## config.mk

```make
export PLATFORM = sky130hd
export DESIGN_NAME = alu_cmd_sequencer
export DESIGN_NICKNAME = d
export VERILOG_FILES = /design/src/rtl/alu_cmd_sequencer.sv
export SDC_FILE = /design/constraint.sdc
export NUM_CORES = 1
export LEC_CHECK = 0
export CORE_MARGIN = 8
export CORE_UTILIZATION = 59
export CTS_BUF_LIST = sky130_fd_sc_hd__clkbuf_2 sky130_fd_sc_hd__clkbuf_4 sky130_fd_sc_hd__clkbuf_8
export CTS_CLUSTER_DIAMETER = 40
export DETAILED_ROUTE_END_ITERATION = 8
export GPL_TIMING_DRIVEN = 0
export PLACE_DENSITY = 0.94
export REMOVE_ABC_BUFFERS = 1
export SKIP_CTS_REPAIR_TIMING = 1
export SYNTH_ARGS = -nofsm -noshare
export SYNTH_HDL_FRONTEND = slang
export SYNTH_SLANG_ARGS = --single-unit
export TNS_END_PERCENT = 5
```

## constraint.sdc

```tcl
create_clock -name clk -period 7.5 [get_ports clk]
set_input_delay 0.75 -clock clk [delete_from_list [all_inputs] [get_ports clk]]
set_output_delay 0.75 -clock clk [all_outputs]
set_load 0.01 [all_outputs]
```

## src/rtl/alu_cmd_sequencer.sv

```systemverilog
// Command sequencer in front of the tinyalu: buffers commands in a FIFO,
// issues them one at a time on start/done and returns tagged responses.
// Ports:
//   clk, reset            clock, synchronous active-high reset
//   cmd_valid/ready/a/b/op  command input (valid/ready), ready = !full
//   alu_A/B/op/start      tinyalu command, held stable while issued
//   alu_done/result       tinyalu completion
//   rsp_valid/ready       response handshake
//   rsp_result/op/status  result, opcode, 0 ok / 1 illegal / 2 timeout
// Optional: define ALU_SEQ_STATS_EN to add saturating 16-bit counters
//   stat_issued, stat_timeouts, stat_illegal.
module alu_cmd_sequencer #(
   parameter int DEPTH   = 4,
   parameter int TIMEOUT = 16
) (
   input  logic        clk,
   input  logic        reset,
   input  logic        cmd_valid,
   output logic        cmd_ready,
   input  logic [7:0]  cmd_a,
   input  logic [7:0]  cmd_b,
   input  logic [2:0]  cmd_op,
   output logic [7:0]  alu_A,
   output logic [7:0]  alu_B,
   output logic [2:0]  alu_op,
   output logic        alu_start,
   input  logic        alu_done,
   input  logic [15:0] alu_result,
   output logic        rsp_valid,
   input  logic        rsp_ready,
   output logic [15:0] rsp_result,
   output logic [2:0]  rsp_op,
   output logic [1:0]  rsp_status
`ifdef ALU_SEQ_STATS_EN
   ,
   output logic [15:0] stat_issued,
   output logic [15:0] stat_timeouts,
   output logic [15:0] stat_illegal
`endif
);

   localparam int AW = $clog2(DEPTH);
   localparam int CW = $clog2(TIMEOUT);

   typedef enum logic [1:0] {
      IDLE,
      ISSUE,
      RESP
   } state_t;

   state_t state, state_n;

   logic [18:0]   mem [DEPTH];
   logic [AW-1:0] wr_ptr, rd_ptr;
   logic [AW:0]   count;
   logic          full, empty, push, pop;
   logic [7:0]    head_a, head_b;
   logic [2:0]    head_op;
   logic          is_nop, is_alu, is_ill;

   logic [CW-1:0] cnt, cnt_n;
   logic [7:0]    a_n, b_n;
   logic [2:0]    op_n, rop_n;
   logic          start_n, rvalid_n;
   logic [15:0]   result_n;
   logic [1:0]    status_n;

   // ---------------- command FIFO ----------------
   assign full      = (count == (AW+1)'(DEPTH));
   assign empty     = (count == '0);
   assign cmd_ready = !full;
   assign push      = cmd_valid && !full;
   assign pop       = (state == IDLE) && !empty;

   assign {head_a, head_b, head_op} = mem[rd_ptr];

   assign is_nop = (head_op == 3'd0);
   assign is_ill = (head_op > 3'd4);
   assign is_alu = !is_nop && !is_ill;

   always_ff @(posedge clk) begin
      if (push)
         mem[wr_ptr] <= {cmd_a, cmd_b, cmd_op};
   end

   always_ff @(posedge clk) begin
      if (reset) begin
         wr_ptr <= '0;
         rd_ptr <= '0;
         count  <= '0;
      end else begin
         if (push)
            wr_ptr <= wr_ptr + AW'(1);
         if (pop)
            rd_ptr <= rd_ptr + AW'(1);
         unique case ({push, pop})
            2'b10:   count <= count + (AW+1)'(1);
            2'b01:   count <= count - (AW+1)'(1);
            default: count <= count;
         endcase
      end
   end

   // ---------------- control FSM ----------------
   always_ff @(posedge clk) begin
      if (reset) begin
         state      <= IDLE;
         alu_A      <= '0;
         alu_B      <= '0;
         alu_op     <= '0;
         alu_start  <= 1'b0;
         cnt        <= '0;
         rsp_valid  <= 1'b0;
         rsp_result <= '0;
         rsp_op     <= '0;
         rsp_status <= '0;
      end else begin
         state      <= state_n;
         alu_A      <= a_n;
         alu_B      <= b_n;
         alu_op     <= op_n;
         alu_start  <= start_n;
         cnt        <= cnt_n;
         rsp_valid  <= rvalid_n;
         rsp_result <= result_n;
         rsp_op     <= rop_n;
         rsp_status <= status_n;
      end
   end

   always_comb begin
      state_n  = state;
      a_n      = alu_A;
      b_n      = alu_B;
      op_n     = alu_op;
      start_n  = alu_start;
      cnt_n    = cnt;
      rvalid_n = rsp_valid;
      result_n = rsp_result;
      rop_n    = rsp_op;
      status_n = rsp_status;
      unique case (state)
         IDLE: begin
            if (!empty) begin
               rop_n = head_op;
               unique case (1'b1)
                  is_alu: begin
                     a_n     = head_a;
                     b_n     = head_b;
                     op_n    = head_op;
                     start_n = 1'b1;
                     cnt_n   = '0;
                     state_n = ISSUE;
                  end
                  is_nop: begin
                     result_n = '0;
                     status_n = 2'd0;
                     rvalid_n = 1'b1;
                     state_n  = RESP;
                  end
                  is_ill: begin
                     result_n = '0;
                     status_n = 2'd1;
                     rvalid_n = 1'b1;
                     state_n  = RESP;
                  end
                  default: ;
               endcase
            end
         end
         ISSUE: begin
            // done has priority over an expiring timeout
            if (alu_done) begin
               result_n = alu_result;
               status_n = 2'd0;
               start_n  = 1'b0;
               rvalid_n = 1'b1;
               state_n  = RESP;
            end else if (cnt == CW'(TIMEOUT - 1)) begin
               result_n = '0;
               status_n = 2'd2;
               start_n  = 1'b0;
               rvalid_n = 1'b1;
               state_n  = RESP;
            end else begin
               cnt_n = cnt + CW'(1);
            end
         end
         RESP: begin
            if (rsp_ready) begin
               rvalid_n = 1'b0;
               state_n  = IDLE;
            end
         end
         default: state_n = IDLE;
      endcase
   end

`ifdef ALU_SEQ_STATS_EN
   logic issue_ev, timeout_ev, illegal_ev;

   assign issue_ev   = (state == IDLE) && (state_n == ISSUE);
   assign timeout_ev = (state == ISSUE) && (state_n == RESP)
                       && (status_n == 2'd2);
   assign illegal_ev = (state == IDLE) && (state_n == RESP)
                       && (status_n == 2'd1);

   always_ff @(posedge clk) begin
      if (reset) begin
         stat_issued   <= '0;
         stat_timeouts <= '0;
         stat_illegal  <= '0;
      end else begin
         if (issue_ev && stat_issued != 16'hFFFF)
            stat_issued <= stat_issued + 16'd1;
         if (timeout_ev && stat_timeouts != 16'hFFFF)
            stat_timeouts <= stat_timeouts + 16'd1;
         if (illegal_ev && stat_illegal != 16'hFFFF)
            stat_illegal <= stat_illegal + 16'd1;
      end
   end
`endif

endmodule

```

Word-level counts from Yosys, hierarchy flattened. Memory sizes are Yosys's and may differ from the RTL's. A register that Yosys moved wholly into a read port is not among the register bits. Cells that the tools add are included.

Register bits after elaboration: 55. Bits in writable memories: 76. Output and inout port bits: 43. Logic and storage cells: 94. Memories kept: 1.

$add $sub $neg: 5. $lt $le $gt $ge: 1. Eq/ne operators: 15. Muxes and demuxes: 36. Bitwise operators: 1. Reductions and logical operators: 22.

Memory list: mem (words 4, bits a word 19, rd ports 1, clocked after memory_dff 1, wr ports 1, RTL line 53) `logic [18:0] mem [DEPTH];`.

Operator list (count): $mux 16 (4); $pmux 16 s2 (1); $mux 2 (8); $mux 4 (4); $reduce_and 4->1 (4); $ne 2x2->1 const B (6); $pmux 2 s2 (3); $mux 1 (11); $reduce_and 5->1 (2); $ne 3x3->1 const B (3); $pmux 4 s2 (1); $logic_not 3->1 (2); $pmux 2 s3 (1); $pmux 3 s2 (1); $add 2x1->2 const B (2); $add 4x1->4 const B (1); $eq 2x1->1 const B (2); $eq 2x2->1 const B (2); $eq 4x4->1 const B (1); $logic_not 1->1 (4); $reduce_bool 2->1 (2); $add 3x1->3 const B (1); $eq 3x3->1 const B (1); $gt 3x3->1 const B (1); other kinds (10) (12).

Longest topological paths before layout. Gate-level depths: netlist of run 1.

Depth in word-level cells: 6. Mapped depth: 10. Gate-level depth less buffers: 9.

Worst setup path after synthesis of run 1. Ideal clock, no wire load.

Path type: reg-to-reg. Start point: register (tool-made name). End point: register rsp_result[10]. Setup time: 0.117 ns. Arrival time: 2.441 ns. Data required time: 7.383 ns. Setup slack: 4.942 ns. Cell stages (with the launch flop): 9. Period minus slack after synthesis: 2.558 ns. Cells stage by stage: dfxtp_1 buf_4 mux4_2 or2_2 ha_1 a21oi_1 a21oi_4 buf_6 a22o_1.

RTL lines: end signal, assigned (RTL line 125) `rsp_result <= result_n;`; end, declared (RTL line 31) `output logic [15:0] rsp_result,`.

==> results of run 1 <==
-- Yosys cell counts, drive strengths merged, types with 2 or more instances --
library cell / instances
a22oi: 2
clkbuf: 2
nor2: 12
a22o: 16
buf: 15
and2: 2
nand2b: 2
nor3b: 2
edfxtp: 76
mux4: 19
or3: 2
ha: 7
xor2: 4
nand3: 7
or3b: 2
nor3: 8
nand2: 45
inv: 10
dfxtp: 57
and3: 5
o21ai: 4
a21oi: 31
-- cell type report --
cell class,instances,area [um^2]
Clock buffer,17,234
Clock inverter,15,148
Fill cell,471,2010
Inverter,10,37.5
Multi-Input combinational cell,182,1460
Sequential cell,133,3420
Tap cell,105,131
Timing Repair Buffer,82,816
-- report_power, final --
part	internal, uW	total, uW	switching [uW]
clock	270	571	302
sequential	901	999	98.7
combinational	297	635	338
-- per-layer routing --
layer  up-vias  share of wire, %
met5         -                 0
met4         0               3.1
met3        37               8.5
met2       186                54
met1      1574                35
li1       1445                 -
-- how the worst min path moves through the flow --
| stage | startpoint | end | slack [ps] | cells after the start |
|---|---|---|---|---|
| 6_report | alu_A[3] | alu_A[3] | 450 | 2 |
| 5_1_grt | alu_B[4] | alu_B[4] | 490 | 2 |
| 4_1_cts | alu_A[3] | alu_A[3] | 460 | 2 |
| 3_5_place_dp | alu_A[3] | alu_A[3] | 450 | 2 |
| 3_3_place_gp | rsp_status[1] | rsp_status[1] | 440 | 1 |
| 2_1_floorplan | cnt[1] | cnt[1] | 460 | 2 |
-- flip-flops by register name (all words and copies together), names as in the netlist, named ones only --
register    count
alu_A           8
alu_B           8
alu_op          3
alu_start       1
cnt             4
count           3
mem            76
rd_ptr          2
rsp_op          3
rsp_result     16
rsp_status      2
rsp_valid       1
state           2
wr_ptr          2
-- cells in the final DEF, fill, tap and decap left out, drive strengths merged, types with 2 or more instances in the layout --
master / instances
clkdlybuf4s50: 81
edfxtp: 76
dfxtp: 57
nand2: 45
a21oi: 31
mux4: 19
clkbuf: 17
a22o: 16
inv: 15
nor2: 12
nor3: 8
clkinv: 8
ha: 7
nand3: 7
and3: 5
o21ai: 4
xor2: 4
or3: 2
and2: 2
or3b: 2
nor3b: 2
a22oi: 2
nand2b: 2
-- stage by stage --
step	cell area, um^2	util (%)	power, uW	setup WS [ps]
global route	6250	75.6	2300	4090
floorplan	4920	-	1350	4430
finish	6250	75.6	2210	4270
global placement	5870	71.1	1580	3940
CTS	6240	75.6	2210	3820
detailed placement	5860	71.0	1640	3870
-- kinds of logic after synthesis --
| group | synth area share [%] |
|---|---|
| multiplexers | 8.68 |
| AND/OR/NAND/NOR | 9.43 |
| adder cells (fa/ha/maj) | 2.13 |
| XOR/XNOR | 0.868 |
| AO/OA/AOI/OAI | 7.74 |
| buffers and inverters | 3.27 |
| flip-flops | 67.9 |
-- worst reg2reg max path, delay by kind of cell (launching register included) --
kind	cells	cell delay (ps)
multiplexers	1	650
flip-flops	1	800
AO/OA/AOI/OAI	3	980
adder cells (fa/ha/maj)	1	380
AND/OR/NAND/NOR	1	300
==> results.md, run 1 <==
- Proportion of synthesized chip area in sequential cells: 67.9%
- I/O pin count: 83
- Status: finished clean
- Cell-by-cell trace of the critical path: mux4_2, or2_2, ha_1, a21oi_1, a21oi_4, a22o_1
- Via count of the first global-routing pass: 3,329
- Worst skew pair latency: 440 ps
- Max Buffers Root-to-Sink: 2
- Total vias in the final route: 3,242
- CTS Root Buffer Type: sky130_fd_sc_hd__clkbuf_8
- CP Capture Type: flop
- Number of optimization iterations in the first detailed-route pass: 6
- Max-capacitance violation count: 0
- Minimum clock period after layout: 3230 ps
- Average cell area after synthesis: 14.7 um^2
- Final instance count without filler cells: 544
- Top area cells in the synthesized netlist: sky130_fd_sc_hd__edfxtp_1 45%, sky130_fd_sc_hd__dfxtp_1 23%, sky130_fd_sc_hd__mux4_2 8.5%, sky130_fd_sc_hd__nand2_1 3.3%, sky130_fd_sc_hd__a21oi_1 3.0%
- Largest net degree at the start of global routing: 44
- H-tree level count: 4
- Placed wire-length estimate after detailed placement: 7500 um
- Setup repair after global routing missed its margin: false
- Minimum hold slack: 455 ps
- Die ar.: 11,800 um^2
- FF-to-FF End: rsp_result[0]
- Antenna violations before repair: 0
- Core Region: 8260 um^2
- Critical Path Stages: 6
- Slack of the worst reg-to-reg path: 4270 ps
- Number of buffers added on ports: 82
- M2 GR Usage: 36.7%
- Type of origin of the critical path: flop
- Die extent in x: 108 um
- Gpl congestion: 0.797
- Post-layout nets: 474
- Vert. Die Dim: 108 um
- Share of the synthesized area in the top cell type: 45.2%
- Highest achievable clock rate: 310 MHz
- Global-route wire length before repair: 18,400 um
- Num rows: 33
- Asr flop ratio synth: 0%
- Initial drt markers: 260
- Ratio of cells with drive above 1 in the final layout: 15.0%
- Slowest stage cell on the critical path: sky130_fd_sc_hd__dfxtp_2
- Maximum vdd drop: 0.226 mV
- Critical Path Sink: rsp_result[0]
- Crit path max fanout: 19
- Overall track demand over capacity in global routing: 21.4%
- Global routing's busiest layer: met2
- Power density relative to cell area: 353 nW/um^2
- Delay of the slowest critical-path stage: 800 ps
- Commonest register cell after synthesis: sky130_fd_sc_hd__edfxtp_1
- Overflow left after global routing: 0
- Initial core utilization: 61.1%
- Count of flip-flops with a built-in enable after synthesis: 76
- Setup TNS Final: 0 ps
- CTS tree: done
- Number of distinct standard cells referenced by the synthesized netlist: 48
- TritonCTS Buffers: 17
- Routed via count divided by cell count: 5.96
- Residual DRC: 0
- Final Setup Violations: 0
- Final wirelength: 12,100 um
- Worst min-delay path category: flop to flop
- Data required time at the worst endpoint: 7820 ps
- Met1 Use GR: 22.6%
- Cell taking the most area after synthesis: sky130_fd_sc_hd__edfxtp_1
- Clock Skews: 17.1 ps
- Final Hold Fails: 0
- Register bit count reported by yosys: 133
- Max Transition Viols Final: 0
- Max-slew headroom: 30.9%
- Transition time of the tightest slew-check pin: 1040 ps
- Cell Count Post-Placement: 512
- Clock transition at the registers of the reported paths: 80 ps
- Type of the worst setup path: flop to flop
- GRT met3 Usage: 6.66%
- Final period utilization: 43.0%
- Antenna viol nets, final: 0
- Number of buffers and inverters on the critical path: 0
- Instance count of the mapped netlist: 342
- # diodes: 0
- Warnings, synthesis: 0
- Arrival time at the worst endpoint: 3550 ps
- Leakage: 0.00213 uW
- Avg WL per Cell: 22.2 um
- Delay-heaviest family, CP: compound AO/OA/AOI/OAI gates
- CTS sink cnt: 133
- Post-synthesis cell area: 5040 um^2
- Synthesis-to-finish area growth: 23.8%
- Worst Reg-to-Reg Cells: 6
Note: power is estimated with default switching activity, not from simulation.
==> run 2: changes to the inputs <==
--- a/config.mk
+++ b/config.mk
@@ -6,12 +6,12 @@
 export NUM_CORES = 1
 export LEC_CHECK = 0
 export CORE_MARGIN = 8
-export CORE_UTILIZATION = 59
+export CORE_UTILIZATION = 50
 export CTS_BUF_LIST = sky130_fd_sc_hd__clkbuf_2 sky130_fd_sc_hd__clkbuf_4 sky130_fd_sc_hd__clkbuf_8
 export CTS_CLUSTER_DIAMETER = 40
 export DETAILED_ROUTE_END_ITERATION = 8
 export GPL_TIMING_DRIVEN = 0
-export PLACE_DENSITY = 0.94
+export PLACE_DENSITY = 0.86
 export REMOVE_ABC_BUFFERS = 1
 export SKIP_CTS_REPAIR_TIMING = 1
 export SYNTH_ARGS = -nofsm -noshare
==> constraint.sdc (replaced) <==
create_clock -name clk -period 2.9 [get_ports clk]
set_input_delay 0.29 -clock clk [delete_from_list [all_inputs] [get_ports clk]]
set_output_delay 0.29 -clock clk [all_outputs]
set_load 0.01 [all_outputs]
==> results.md, run 2 (same netlist as run 1, synthesis figures left out) <==
- Residual DRC: 0 (unchanged)
- Total vias in the final route: 3,121 (-3.7%)
- CTS Root Buffer Type: sky130_fd_sc_hd__clkbuf_8
- Largest registers in the final layout: mem x76, rsp_result x16
- Number of optimization iterations in the first detailed-route pass: 4 (-2)
- Clock Skews: 17.9 ps (+0.820 ps)
- Minimum hold slack: 458 ps (+3.11 ps)
- TritonCTS Buffers: 17 (unchanged)
- Type of origin of the critical path: flop
- Antenna viol nets, final: 0 (unchanged)
- Largest register FFs: 76 (unchanged)
- # diodes: 0 (unchanged)
- Worst Setup Slack, final: 123 ps (-4150 ps)
- Setup repair after global routing missed its margin: true
- Cell-by-cell trace of the critical path: mux4_2, or2_2, ha_1, a21oi_2, a21oi_4, buf_12, a22o_1
- Final core utilization: 65.0% (-11 points)
- Crit path max fanout: 19 (unchanged)
- Launch instance of the worst min-delay path: reset
- FF-to-FF End: rsp_result[5]
- Max Transition Viols Final: 0 (unchanged)
- Final Hold Fails: 0 (unchanged)
- Ratio of cells with drive above 1 in the final layout: 15.9% (+0.87 points)
- Maximum vdd drop: 0.570 mV (+150%)
- Data required time at the worst endpoint: 3220 ps (-4600 ps)
- Worst min-delay path category: input port to flop
- Gpl congestion: 0.770 (-3.5%)
- Worst skew pair latency: 440 ps (about the same)
- Num rows: 36 (+9.1%)
- Overall track demand over capacity in global routing: 16.6% (-4.8 points)
- Final period utilization: 95.8% (+53 points)
- Arrival time at the worst endpoint: 3100 ps (-450 ps)
- Slack of the worst reg-to-reg path: 120 ps (-4150 ps)
- H-tree level count: 4 (unchanged)
- Avg WL per Cell: 18.5 um (-17%)
- Leakage: 0.00216 uW (+1.2%)
- Worst Reg-to-Reg Cells: 7 (+1)
- Vert. Die Dim: 116 um (+7.4%)
- Layout filler cell count: 717 (+52%)
- Reg with most FFs: mem
- CTS tree: done
- Number of buffers and inverters on the critical path: 1 (+1)
- CTS sink cnt: 133 (unchanged)
- Initial drt markers: 218 (-16%)
- I/O pin count: 83 (unchanged)
- Highest achievable clock rate: 360 MHz (+16%)
- Transition time of the tightest slew-check pin: 1050 ps (+18.5 ps)
- Routed via count divided by cell count: 5.45 (-8.6%)
- Antenna violations before repair: 0 (unchanged)
- Slowest stage cell on the critical path: sky130_fd_sc_hd__dfxtp_4
- Setup TNS Final: 0 ps (unchanged)
- Overflow left after global routing: 0 (unchanged)
- Minimum clock period after layout: 2780 ps (-451 ps)
- Depth of the worst hold-timing path: 2 (unchanged)
- Power density relative to cell area: 917 nW/um^2 (+160%)
- Core Region: 9770 um^2 (+18%)
- Non-Filler Cell Area, Final: 6360 um^2 (+1.8%)
- Post-layout nets: 475 (+0.21%)
- Top library cells by usage in the layout, fill and taps aside: 81 x sky130_fd_sc_hd__clkdlybuf4s50_1, 76 x sky130_fd_sc_hd__edfxtp_1, 55 x sky130_fd_sc_hd__dfxtp_1
- Via count of the first global-routing pass: 3,299 (-0.90%)
- Final wirelength: 10,600 um (-12%)
- Max-capacitance violation count: 0 (unchanged)
- Type of the worst setup path: flop to flop
- Status: finished clean
- Initial core utilization: 51.6% (-9.5 points)
- Delay-heaviest family, CP: flip-flops
- CP Capture Type: flop
- Placed cell areas: 5900 um^2 (+0.60%)
- Worst setup timing slack at the placement stage: -682 ps (-4550 ps)
- Number of buffers added on ports: 82 (unchanged)
- Global-route wire length before repair: 16,800 um (-8.9%)
- Final Setup Violations: 0 (unchanged)
- Die extent in x: 116 um (+7.4%)
- Hold path endpoint: wr_ptr[0]
- Delay of the slowest critical-path stage: 600 ps (-200 ps)
- Max-slew headroom: 29.7% (-1.2 points)
- Placed wire-length estimate after detailed placement: 6830 um (-9.0%)
- Die ar.: 13,600 um^2 (+15%)
- Largest net degree at the start of global routing: 44 (unchanged)
- Max Buffers Root-to-Sink: 2 (unchanged)
- Most common library cell in the layout ignoring fill and taps: sky130_fd_sc_hd__clkdlybuf4s50_1
- Clock transition at the registers of the reported paths: 90 ps (about the same)
- Synthesis-to-finish area growth: 26.0%
-- run 2: worst max path at each step --
stage | startpoint | to | slack [ps] | cells past startpoint
4_1_cts | flop | rsp_result[5] | -680 | 6
3_5_place_dp | flop | rsp_result[5] | -680 | 6
3_3_place_gp | flop | rsp_result[15] | -710 | 6
6_report | flop | rsp_result[5] | 120 | 7
5_1_grt | flop | rsp_result[5] | -20 | 7
2_1_floorplan | flop | rsp_result[0] | -170 | 6
-- run 2: worst register-to-register path, stage by stage, from the launching register on --
cell and delay (ps):
sky130_fd_sc_hd__dfxtp_4 600, sky130_fd_sc_hd__mux4_2 600, sky130_fd_sc_hd__or2_2 320, sky130_fd_sc_hd__ha_1 380, sky130_fd_sc_hd__a21oi_2 290, sky130_fd_sc_hd__a21oi_4 100
sky130_fd_sc_hd__buf_12 190, sky130_fd_sc_hd__a22o_1 190
-- run 2: through the flow --
| step | total power [uW] | instances |
|---|---|---|
| after floorplan | 3490 | 325 |
| after global placement | 4130 | 540 |
| after detailed placement | 4200 | 540 |
| after CTS | 5820 | 572 |
| after global routing | 6140 | 573 |
| final | 5830 | 573 |
-- run 2: where the power goes --
group / internal (uW) / leakage [uW] / total [uW] / switching, uW
clock network: 807 / 0.000210 / 1640 / 833
logic: 796 / 0.000786 / 1610 / 812
registers: 2330 / 0.00116 / 2580 / 252
total: 3930 / 0.00216 / 5830 / 1900
-- run 2: layout make-up --
type	instances	area, um^2	area share [%]
clock buffers	17	234	3.68
clock inverters	15	188	2.95
inverters	10	37.5	0.590
multi-input cells	182	1470	23.1
flip-flops and latches	133	3430	53.9
well taps	133	166	2.62
repair buffers	83	836	13.1
-- run 2: per-layer routing --
| metal | global-route usage (%) | part of all wire, % | up-vias | wire, um |
|---|---|---|---|---|
| met5 | 0 | 0 | - | 0 |
| met4 | 4.58 | 0.40 | 0 | 42 |
| met3 | 6.83 | 9.5 | 8 | 1010 |
| met2 | 27.6 | 49 | 126 | 5210 |
| met1 | 19.4 | 41 | 1539 | 4330 |
| li1 | - | - | 1448 | - |
==> run 3: changes to the inputs <==
--- a/config.mk
+++ b/config.mk
@@ -5,13 +5,15 @@
 export SDC_FILE = /design/constraint.sdc
 export NUM_CORES = 1
 export LEC_CHECK = 0
+export CELL_PAD_IN_SITES_DETAIL_PLACEMENT = 1
+export CELL_PAD_IN_SITES_GLOBAL_PLACEMENT = 2
 export CORE_MARGIN = 8
-export CORE_UTILIZATION = 50
+export CORE_UTILIZATION = 35
 export CTS_BUF_LIST = sky130_fd_sc_hd__clkbuf_2 sky130_fd_sc_hd__clkbuf_4 sky130_fd_sc_hd__clkbuf_8
 export CTS_CLUSTER_DIAMETER = 40
 export DETAILED_ROUTE_END_ITERATION = 8
 export GPL_TIMING_DRIVEN = 0
-export PLACE_DENSITY = 0.86
+export PLACE_DENSITY = 0.85
 export REMOVE_ABC_BUFFERS = 1
 export SKIP_CTS_REPAIR_TIMING = 1
 export SYNTH_ARGS = -nofsm -noshare
==> results.md, run 3 (same netlist as run 1, synthesis figures left out) <==
- Maximum vdd drop: 0.531 mV (-6.9%)
- # diodes: 0 (unchanged)
- Relative contribution of sequential cells to total power: 45.1% (+0.8 points)
- Die extent in x: 136 um (+17%)
- FF-to-FF End: rsp_result[10]
- H-tree level count: 4 (unchanged)
- Final period utilization: 88.7% (-7.0 points)
- Residual DRC: 0 (unchanged)
- Worst setup timing slack at the placement stage: -759 ps (-77.0 ps)
- Antenna viol nets, final: 0 (unchanged)
- Ratio of cells with drive above 1 in the final layout: 15.6% (-0.26 points)
- Final Setup Violations: 0 (unchanged)
- Comb pwr share: 28.8% (+1.2 points)
- Status: finished clean
- Max Buffers Root-to-Sink: 2 (unchanged)
- Area occupied by registers: 3430 um^2 (about the same)
- Slack of the worst reg-to-reg path: 330 ps (+200 ps)
- Overall track demand over capacity in global routing: 12.7% (-3.9 points)
- Transition time of the tightest slew-check pin: 1040 ps (-19.6 ps)
- Clock Skews: 9.96 ps (-7.95 ps)
- Max-slew headroom: 31.0% (+1.3 points)
- Post-layout power: 5630 uW (-3.5%)
- Data required time at the worst endpoint: 3240 ps (+20 ps)
- Worst Reg-to-Reg Cells: 6 (-1)
- Minimum clock period after layout: 2570 ps (-204 ps)
- Layout filler cell count: 1,473 (+110%)
- Die ar.: 18,500 um^2 (+37%)
- Switching component of the power: 1790 uW (-5.6%)
- Setup repair after global routing missed its margin: false
- Number of buffers added on ports: 82 (unchanged)
- CTS sink cnt: 133 (unchanged)
- Vert. Die Dim: 136 um (+17%)
- TritonCTS Buffers: 17 (unchanged)
- Internal power of the cells: 3830 uW (-2.5%)
- Leakage: 0.00213 uW (-1.2%)
- Total vias in the final route: 3,084 (-1.2%)
- Launch instance of the worst min-delay path: alu_result[9]
- Routed via count divided by cell count: 4.93 (-9.4%)
- Crit path max fanout: 19 (unchanged)
- Core Region: 14,300 um^2 (+46%)
- Worst min-delay path category: input port to flop
- Worst skew pair latency: 450 ps (about the same)
- Clock transition at the registers of the reported paths: 70 ps (-20 ps)
- Largest register FFs: 76 (unchanged)
- CP Capture Type: flop
- Initial drt markers: 90 (-59%)
- Arrival time at the worst endpoint: 2910 ps (-190 ps)
- Initial core utilization: 35.2% (-16 points)
- Placed cell areas: 5960 um^2 (+1.1%)
- CTS tree: done
- Top library cells by usage in the layout, fill and taps aside: 81 x sky130_fd_sc_hd__clkdlybuf4s50_1, 76 x sky130_fd_sc_hd__edfxtp_1, 55 x sky130_fd_sc_hd__dfxtp_1
- Multi-input gate area: 1460 um^2 (-0.85%)
- Antenna violations before repair: 0 (unchanged)
- Avg WL per Cell: 18.0 um (-2.4%)
- Type of origin of the critical path: flop
- Global-route wire length before repair: 17,600 um (+4.6%)
- Minimum hold slack: 443 ps (-15.3 ps)
- Number of optimization iterations in the first detailed-route pass: 4 (unchanged)
- Power density relative to cell area: 884 nW/um^2 (-3.6%)
- Largest registers in the final layout: mem x76, rsp_result x16
- Most common library cell in the layout ignoring fill and taps: sky130_fd_sc_hd__clkdlybuf4s50_1
- Hold path endpoint: rsp_result[9]
- Setup TNS Final: 0 ps (unchanged)
- Switching part of the total: 31.8% (-0.69 points)
- Max-capacitance violation count: 0 (unchanged)
- Final Hold Fails: 0 (unchanged)
- Type of the worst setup path: flop to flop
- Non-Filler Cell Area, Final: 6360 um^2 (about the same)
- CTS Root Buffer Type: sky130_fd_sc_hd__clkbuf_8
- Via count of the first global-routing pass: 3,304 (+0.15%)
- Largest net degree at the start of global routing: 44 (unchanged)
- Num rows: 44 (+22%)
- Depth of the worst hold-timing path: 2 (unchanged)
- Gpl congestion: 0.739 (-4.0%)
- Synthesis-to-finish area growth: 26.1% (about the same)
- Overflow left after global routing: 0 (unchanged)
- Placed wire-length estimate after detailed placement: 7490 um (+9.8%)
- Post-layout nets: 476 (+0.21%)
- Max Transition Viols Final: 0 (unchanged)
- Worst Setup Slack, final: 327 ps (+204 ps)
- Highest achievable clock rate: 389 MHz (+7.9%)
- Part of the power in the clock network: 26.1% (-2.0 points)
- Reg with most FFs: mem
- Final wirelength: 11,300 um (+6.4%)
- I/O pin count: 83 (unchanged)
## run 3: cell types whose count changed in the layout (fill, tap and decap cells not counted), sizes merged
cell,before,now
clkinv,3,5
bufinv,2,1
clkinvlp,2,4
clkbuf,17,21
inv,18,11
buf,2,3
## run 3: area by class of cell
class / count / share of cell area [%]
Timing Repair Buffer: 84 / 13.1
Clock inverter: 11 / 1.65
Tap cell: 184 / 3.62
Inverter: 10 / 0.590
Multi-Input combinational cell: 182 / 22.9
Sequential cell: 133 / 53.9
Clock buffer: 21 / 4.25
## run 3: worst max-delay path: stages, from the launching register on
cell                      delay (ps)
sky130_fd_sc_hd__dfxtp_4         530
sky130_fd_sc_hd__mux4_2          380
sky130_fd_sc_hd__or2_2           310
sky130_fd_sc_hd__ha_1            360
sky130_fd_sc_hd__a21oi_1         400
sky130_fd_sc_hd__a21oi_4         220
sky130_fd_sc_hd__a22o_1          260
## run 3: layer usage
metal  global-route usage [%]  share of wire [%]
met5                        0                  0
met4                     4.70                1.4
met3                     5.80                9.2
met2                     21.0                 48
met1                     14.0                 41
## run 3: worst max path at each step
stage                     from        endpoint  slack (ps)  cells past startpoint
after CTS                 flop  rsp_result[10]        -760                      6
after floorplan           flop   rsp_result[0]        -170                      6
after global routing      flop  rsp_result[10]         180                      6
after global placement    flop   rsp_result[2]        -750                      6
final                     flop  rsp_result[10]         330                      6
after detailed placement  flop  rsp_result[10]        -760                      6
## run 3: power groups by stage
stage | combinational (uW) | sequential, uW | clock (uW)
after floorplan | 858 | 2630 | 0
after global placement | 1560 | 2610 | 0
after detailed placement | 1590 | 2630 | 0
after CTS | 1610 | 2590 | 1510
after global routing | 1780 | 2580 | 1570
final | 1620 | 2540 | 1470
## run 3: stage by stage
stage / utilization (%) / std cells
after floorplan: - / 325
after global placement: 41.7 / 591
after detailed placement: 41.7 / 591
after CTS: 44.3 / 623
after global routing: 44.4 / 625
final: 44.4 / 625
